===== src/rtl/link_pkg.sv =====
// Shared definitions for the link master: FSM state encoding, byte width and
// default sizing of the byte queue and ack timeout.
package link_pkg;

  localparam int BYTE_W      = 8;
  localparam int DEF_DEPTH   = 4;
  localparam int DEF_TIMEOUT = 15;

  typedef enum logic [1:0] {
    ST_IDLE    = 2'd0,
    ST_REQ_HI  = 2'd1,
    ST_WAIT_LO = 2'd2,
    ST_ERR     = 2'd3
  } link_state_e;

endpackage


===== src/rtl/link_fifo.sv =====
// Byte queue for the link master. DEPTH must be a power of two so the
// read/write pointers wrap naturally. A push while full is refused even
// if a pop happens in the same cycle.
module link_fifo
  import link_pkg::*;
#(
  parameter int DEPTH = DEF_DEPTH,
  parameter int WIDTH = BYTE_W,
  localparam int AW   = $clog2(DEPTH),
  localparam int CW   = AW + 1
) (
  input  logic             clk,
  input  logic             rst,
  input  logic             i_push,
  input  logic             i_pop,
  input  logic [WIDTH-1:0] i_data,
  output logic [WIDTH-1:0] o_head,
  output logic             o_full,
  output logic             o_empty,
  output logic [CW-1:0]    o_count
);

  logic [WIDTH-1:0] r_mem [DEPTH];
  logic [AW-1:0]    r_wr_ptr;
  logic [AW-1:0]    r_rd_ptr;
  logic [CW-1:0]    r_count;
  logic             w_do_push;
  logic             w_do_pop;

  assign o_full    = (r_count == CW'(DEPTH));
  assign o_empty   = (r_count == {CW{1'b0}});
  assign o_count   = r_count;
  assign o_head    = r_mem[r_rd_ptr];
  assign w_do_push = i_push & ~o_full;
  assign w_do_pop  = i_pop & ~o_empty;

  // Pointer and occupancy bookkeeping.
  always_ff @(posedge clk or negedge rst) begin
    if (!rst) begin
      r_wr_ptr <= {AW{1'b0}};
      r_rd_ptr <= {AW{1'b0}};
      r_count  <= {CW{1'b0}};
    end else begin
      if (w_do_push) r_wr_ptr <= r_wr_ptr + AW'(1);
      if (w_do_pop)  r_rd_ptr <= r_rd_ptr + AW'(1);
      case ({w_do_push, w_do_pop})
        2'b10:   r_count <= r_count + CW'(1);
        2'b01:   r_count <= r_count - CW'(1);
        default: r_count <= r_count;
      endcase
    end
  end

  // Storage array; contents need no reset because occupancy gates reads.
  always_ff @(posedge clk) begin
    if (w_do_push) r_mem[r_wr_ptr] <= i_data;
  end

endmodule


===== src/rtl/link_master_fsm.sv =====
// Link master: drains a byte queue onto a req/ack four-phase link, aborting
// to an error state when the slave does not ack within TIMEOUT cycles.
module link_master_fsm
  import link_pkg::*;
#(
  parameter int DEPTH   = DEF_DEPTH,
  parameter int TIMEOUT = DEF_TIMEOUT
) (
  input  logic              clk,
  input  logic              rst,
  input  logic              in_valid,
  input  logic [BYTE_W-1:0] in_data,
  output logic              in_ready,
  output logic              req,
  output logic [BYTE_W-1:0] data,
  input  logic              ack,
  input  logic              clear_err,
  output logic              busy,
  output logic              done,
  output logic [7:0]        tx_count,
  output logic              timeout_err
);

  localparam int CW = $clog2(DEPTH) + 1;
  localparam int WW = $clog2(TIMEOUT + 1);

  link_state_e       r_state,   w_state_nxt;
  logic              r_req,     w_req_nxt;
  logic [BYTE_W-1:0] r_data,    w_data_nxt;
  logic              r_done,    w_done_nxt;
  logic [7:0]        r_tx_cnt,  w_tx_cnt_nxt;
  logic              r_err,     w_err_nxt;
  logic [WW-1:0]     r_wait,    w_wait_nxt;
  logic [WW-1:0]     w_wait_inc;

  logic              w_push;
  logic              w_pop;
  logic [BYTE_W-1:0] w_head;
  logic              w_full;
  logic              w_empty;
  logic [CW-1:0]     w_count;

  link_fifo #(
    .DEPTH (DEPTH),
    .WIDTH (BYTE_W)
  ) u_fifo (
    .clk     (clk),
    .rst     (rst),
    .i_push  (w_push),
    .i_pop   (w_pop),
    .i_data  (in_data),
    .o_head  (w_head),
    .o_full  (w_full),
    .o_empty (w_empty),
    .o_count (w_count)
  );

  assign in_ready    = (w_count < CW'(DEPTH));
  assign w_push      = in_valid & ~w_full;
  assign busy        = (r_state != ST_IDLE) | ~w_empty;
  assign req         = r_req;
  assign data        = r_data;
  assign done        = r_done;
  assign tx_count    = r_tx_cnt;
  assign timeout_err = r_err;
  assign w_wait_inc  = r_wait + WW'(1);

  // Next-state and next-output decode for the link handshake.
  always_comb begin
    w_state_nxt  = r_state;
    w_req_nxt    = r_req;
    w_data_nxt   = r_data;
    w_done_nxt   = 1'b0;
    w_tx_cnt_nxt = r_tx_cnt;
    w_err_nxt    = r_err;
    w_wait_nxt   = r_wait;
    w_pop        = 1'b0;
    case (r_state)
      ST_IDLE: begin
        // ack still high from the previous slave cycle blocks a new pop.
        if (!w_empty && !ack) begin
          w_pop       = 1'b1;
          w_data_nxt  = w_head;
          w_req_nxt   = 1'b1;
          w_wait_nxt  = {WW{1'b0}};
          w_state_nxt = ST_REQ_HI;
        end else begin
          w_req_nxt   = 1'b0;
        end
      end
      ST_REQ_HI: begin
        if (ack) begin
          w_req_nxt   = 1'b0;
          w_state_nxt = ST_WAIT_LO;
        end else if (w_wait_inc == WW'(TIMEOUT)) begin
          // Abort: the popped byte is dropped and the error is latched.
          w_req_nxt   = 1'b0;
          w_err_nxt   = 1'b1;
          w_wait_nxt  = w_wait_inc;
          w_state_nxt = ST_ERR;
        end else begin
          w_wait_nxt  = w_wait_inc;
        end
      end
      ST_WAIT_LO: begin
        if (!ack) begin
          w_done_nxt   = 1'b1;
          w_tx_cnt_nxt = r_tx_cnt + 8'd1;
          w_state_nxt  = ST_IDLE;
        end else begin
          w_state_nxt  = ST_WAIT_LO;
        end
      end
      ST_ERR: begin
        w_req_nxt = 1'b0;
        if (clear_err && !ack) begin
          w_err_nxt   = 1'b0;
          w_state_nxt = ST_IDLE;
        end else begin
          w_state_nxt = ST_ERR;
        end
      end
      default: begin
        w_req_nxt   = 1'b0;
        w_state_nxt = ST_IDLE;
      end
    endcase
  end

  // State and registered link outputs.
  always_ff @(posedge clk or negedge rst) begin
    if (!rst) begin
      r_state  <= ST_IDLE;
      r_req    <= 1'b0;
      r_data   <= {BYTE_W{1'b0}};
      r_done   <= 1'b0;
      r_tx_cnt <= 8'd0;
      r_err    <= 1'b0;
      r_wait   <= {WW{1'b0}};
    end else begin
      r_state  <= w_state_nxt;
      r_req    <= w_req_nxt;
      r_data   <= w_data_nxt;
      r_done   <= w_done_nxt;
      r_tx_cnt <= w_tx_cnt_nxt;
      r_err    <= w_err_nxt;
      r_wait   <= w_wait_nxt;
    end
  end

endmodule


===== config.mk =====
export PLATFORM = sky130hd
export DESIGN_NAME = link_master_fsm
export DESIGN_NICKNAME = d
export VERILOG_FILES = /design/src/rtl/link_pkg.sv /design/src/rtl/link_fifo.sv /design/src/rtl/link_master_fsm.sv
export SDC_FILE = /design/constraint.sdc
export NUM_CORES = 1
export LEC_CHECK = 0
export ABC_CLOCK_PERIOD_IN_PS = 7680
export CORE_ASPECT_RATIO = 0.7
export CORE_UTILIZATION = 50
export CTS_CLUSTER_SIZE = 10
export DETAILED_ROUTE_END_ITERATION = 7
export PLACE_DENSITY = 0.78
export SETUP_SLACK_MARGIN = 0.3
export SYNTH_ARGS = -nofsm -noshare
export SYNTH_HDL_FRONTEND = slang
export SYNTH_HIERARCHICAL = 1
export SYNTH_SLANG_ARGS = --single-unit

===== constraint.sdc =====
create_clock -name clk -period 7.68 [get_ports clk]
set_clock_uncertainty 0.15 [all_clocks]
set_input_delay 1.536 -clock clk [delete_from_list [all_inputs] [get_ports clk]]
set_output_delay 1.536 -clock clk [all_outputs]
set_load 0.005 [all_outputs]

==> results <==
- The total power divided by cell area is 370 nW/um2.
- The routability congestion estimate is 0.759.
- The maximum resistive drop on vdd is 0.173 mV.
- TritonCTS built the clock tree.
- In the post-synthesis netlist, the biggest area contributors are sky130_fd_sc_hd__edfxtp_1, sky130_fd_sc_hd__dfrtp_1, sky130_fd_sc_hd__mux4_2.
- During I/O placement, the number of pins put on the boundary was 34.
- Leaving out fill and tap cells, the most frequent cell in the layout is sky130_fd_sc_hd__clkdlybuf4s50_1.
- The clock root buffer is sky130_fd_sc_hd__clkbuf_8.
- The path type of the worst min-delay path is reg -> reg.
- The routed wire length is 5000 um.
- The number of rows created at floorplan is 22.
- The kind of end point of the critical path is a flop.
- The aggregate negative setup slack is 0 ps.
- The achievable frequency is 264 MHz.
- The initial utilization of the core area, before any placement, comes to 0.534.
- The DRC violation total after the first TritonRoute iteration is 125.
- In the layout the commonest cells are sky130_fd_sc_hd__clkdlybuf4s50_1, sky130_fd_sc_hd__dfrtp_1, sky130_fd_sc_hd__edfxtp_1.
- The launching element of the worst setup path is ack.
- The number of antenna violations at the first check in global routing came to 0.
- During placement, the flow inserted port buffers numbering 33.
- For the worst-skew pair, the clock arrives at the later sink with an insertion delay of 340 ps.
- Of the total power, the share spent switching nets is 0.331.
- The total CTS buffers is 9.
- The final setup slack of the worst path is 3900 ps.
- The transition time of the tightest slew-check pin is 591 ps.
- The detail route stage leaves a number of antenna-violating nets equal to 0.
- Max-cap violations in this run came to 0.
- Global routing finished with a remaining overflow of 0.
- In this run the standard cell core region covers 5400 um2.
- After layout, the minimum clock period comes to 3780 ps.
- The share of the synthesized area in compound gates (AO/OA/AOI/OAI) was 0.0534.
- Of the post-synthesis cell area, the part taken by muxes is 0.112.
- The clock net sink count is 64.
- Timing analysis after detailed placement gives a worst setup slack of 3580 ps.
- The first detailed-routing pass ran for 4 iterations.
- The fraction of registers with async set or reset after synthesis is 0.500.
- In this run the tightest slew margin relative to its limit is 0.603.
- For this run, the number of Yosys warnings is 6.
- The internal portion of the total power is 0.000854 W.
- In this run, synthesis inferred 32 flip-flops with an integrated enable.
- The count of vias placed by the detailed router is 1713.
- The share of total power dissipated in sequential elements is 0.456.
- The fraction of post-synthesis cell area in the top cell type by area is 0.333.
- STA classifies the critical path startpoint as an input pin.
- The die span in x is 92.8 um.
- The CTS clock-pin slew for the worst setup and hold paths is 70 ps.
- The startpoint identified for the worst register-to-register timing path is r_state[0].
- The area added between synthesis and finish is 19.8%.
- Summed over all nets, the switching power comes to 0.000423 W.
- In this run the mean area of a mapped cell was 14.7 um2.
- The global-route wire length before repair is 8280 um.
- The final number of hold-violating endpoints was 0.
- For this run, the leading register cell type out of synthesis is sky130_fd_sc_hd__edfxtp_1.
- Across every metal layer, demand over resource in global routing totals 0.189.
- In the final routed layout, each cell accounts on average for 15.9 um.
- The pin count of the biggest net entering global routing is 33.
- The run finished with clean final reports.
- The quantity of gates resized following cts is 0.
- The max-slew violation total from the final report came to 0.
- The floorplan step set the die height to 65.5 um.
- The final layout contains 264 nets.
- Of the total synthesized cell area, the portion taken by XOR and XNOR cells is 0.0395.
- The leakage dissipation is 1.38 nW.
- STA puts the critical path data arrival time at 3890 ps.
- The area share of fa/ha/maj cells after synthesis is 0.0634.
- Of the total power, the clock network draws 0.188.
- The maximum buffer depth of the clock tree is 2.
- Setup violations remaining at the end of the flow were counted as 0.
- The synthesized flop and latch total is 64.
- In the final layout, the share of cells above drive strength 1 is 0.198.
- The synthesized instance count is 196.
- In the finished design, the share of the clock period the worst path needs comes to 0.493.
- The number of antenna diodes in the final layout is 0.
- Of the total power, combinational logic draws 0.356.
- The most area-hungry cell type in the Yosys netlist is sky130_fd_sc_hd__edfxtp_1.
- The setup path with the least slack is of type in -> reg.
- The share of the Yosys chip area taken by registers is 0.611.
- The H-tree was split into 3 levels.
- The synthesized netlist contains 47 unique library cells.
- After clock tree synthesis, the flow added hold-fix buffers numbering 0.
- The startpoint of the most critical hold path is tx_count[7].
- The simple-gate share of the synthesized area is 0.0942.
- For this run, design rule violations remaining after detail routing come to 0.
- Detailed placement finished with a half-perimeter wire length of 3550 um.
- The via count of the first global-routing pass was 1676.
- Setup repair after global routing left no endpoint under its margin.
- By area, the combinational part of the netlist is dominated by multiplexers.
- The post-synth design cell area is 2880 um2.
- STA puts the critical path data required time at 7790 ps.
- The floorplan step defined a die boundary enclosing 6080 um2.
- The largest fanout on the critical path is 9.
- The average vias per placed instance is 5.46.
- The synthesized net count is 223.
- Once the clock tree was built, the setup fixing pass inserted 0 buffers.
layout make-up:
type,instances,area [um2]
sequential,64,1760
fill,416,1940
clock buffer,11,131
tap,72,90.1
multi-input combinational,114,1040
inverter,13,48.8
clock inverter,5,33.8
timing repair buffer,35,345
path summary, 6_finish.rpt:
check | slack [ps] | to | cells after the start
setup / recovery | 3900 | u_fifo/o_count[2] | 10
hold / removal | 320 | tx_count[7] | 1
setup reg to reg | 4920 | u_fifo/o_count[2] | 11
hold reg to reg | 320 | tx_count[7] | 1
max in group asynchronous | 5640 | r_wait[0] | 2
min in group asynchronous | 1440 | data[3] | 2
Yosys cell counts (all sizes together) (4+ instances only):
| cell | n |
|---|---|
| a21oi | 6 |
| and3 | 5 |
| buf | 5 |
| dfrtp | 32 |
| edfxtp | 32 |
| ha | 13 |
| inv | 13 |
| mux2 | 11 |
| mux4 | 8 |
| nand2 | 9 |
| nand3 | 5 |
| o21ai | 6 |
| xnor2 | 9 |
| xor2 | 4 |
power by group through the flow:
stage / clock, W / sequential (W) / combinational (W)
3_3_place_gp: 0 / 0.000583 / 0.000435
3_5_place_dp: 0 / 0.000588 / 0.000454
5_1_grt: 0.000263 / 0.000600 / 0.000498
6_report: 0.000240 / 0.000582 / 0.000455
4_1_cts: 0.000247 / 0.000583 / 0.000456
2_1_floorplan: 0 / 0.000546 / 0.000316
metrics by stage:
| stage | instance area, um2 | util | power [W] | cells | hold WS (ps) |
|---|---|---|---|---|---|
| after CTS | 3450 | 0.640 | 0.00129 | 314 | 326 |
| final | 3450 | 0.640 | 0.00128 | 314 | 323 |
| after global routing | 3450 | 0.640 | 0.00136 | 314 | 375 |
| after floorplan | 2880 | - | 0.000862 | 196 | 318 |
| after detailed placement | 3290 | 0.610 | 0.00104 | 298 | 313 |
| after global placement | 3290 | 0.610 | 0.00102 | 298 | 313 |
cell families (layout without fill, tap and decap cells):
family                     count (synthesis)  in the layout
DFF                                       64             64
and+or+nand+nor                           44             44
AOI/OAI and AO/OA                         23             23
buffers and inverters                     18             64
adders and majority gates                 14             14
xor gates and xnor gates                  13             13
muxes                                     20             20
worst max-delay path, stage by stage:
cell and delay (ps):
sky130_fd_sc_hd__clkdlybuf4s50_1 580, sky130_fd_sc_hd__nor3b_1 270, sky130_fd_sc_hd__buf_4 220, sky130_fd_sc_hd__o31a_2 190, sky130_fd_sc_hd__ha_1 180, sky130_fd_sc_hd__inv_1 60, sky130_fd_sc_hd__fa_1 380, sky130_fd_sc_hd__xor2_1 150
sky130_fd_sc_hd__nor2_1 140, sky130_fd_sc_hd__xor2_1 180
layer usage:
layer / up-vias / share of wire / global-route usage
met5: - / 0 / 0
met4: 0 / 0.011 / 0.0462
met3: 7 / 0.070 / 0.0799
met2: 55 / 0.45 / 0.280
met1: 854 / 0.47 / 0.259
li1: 797 / - / -
registers in the layout, summed over array words and instances (netlist names):
signal	count
u_fifo/o_count	3
r_state	2
r_wait	4
u_fifo/r_rd_ptr	2
timeout_err	1
u_fifo/r_mem	32
tx_count	8
data	8
done	1
req	1
u_fifo/r_wr_ptr	2
Power figures use the tool's default switching activity.
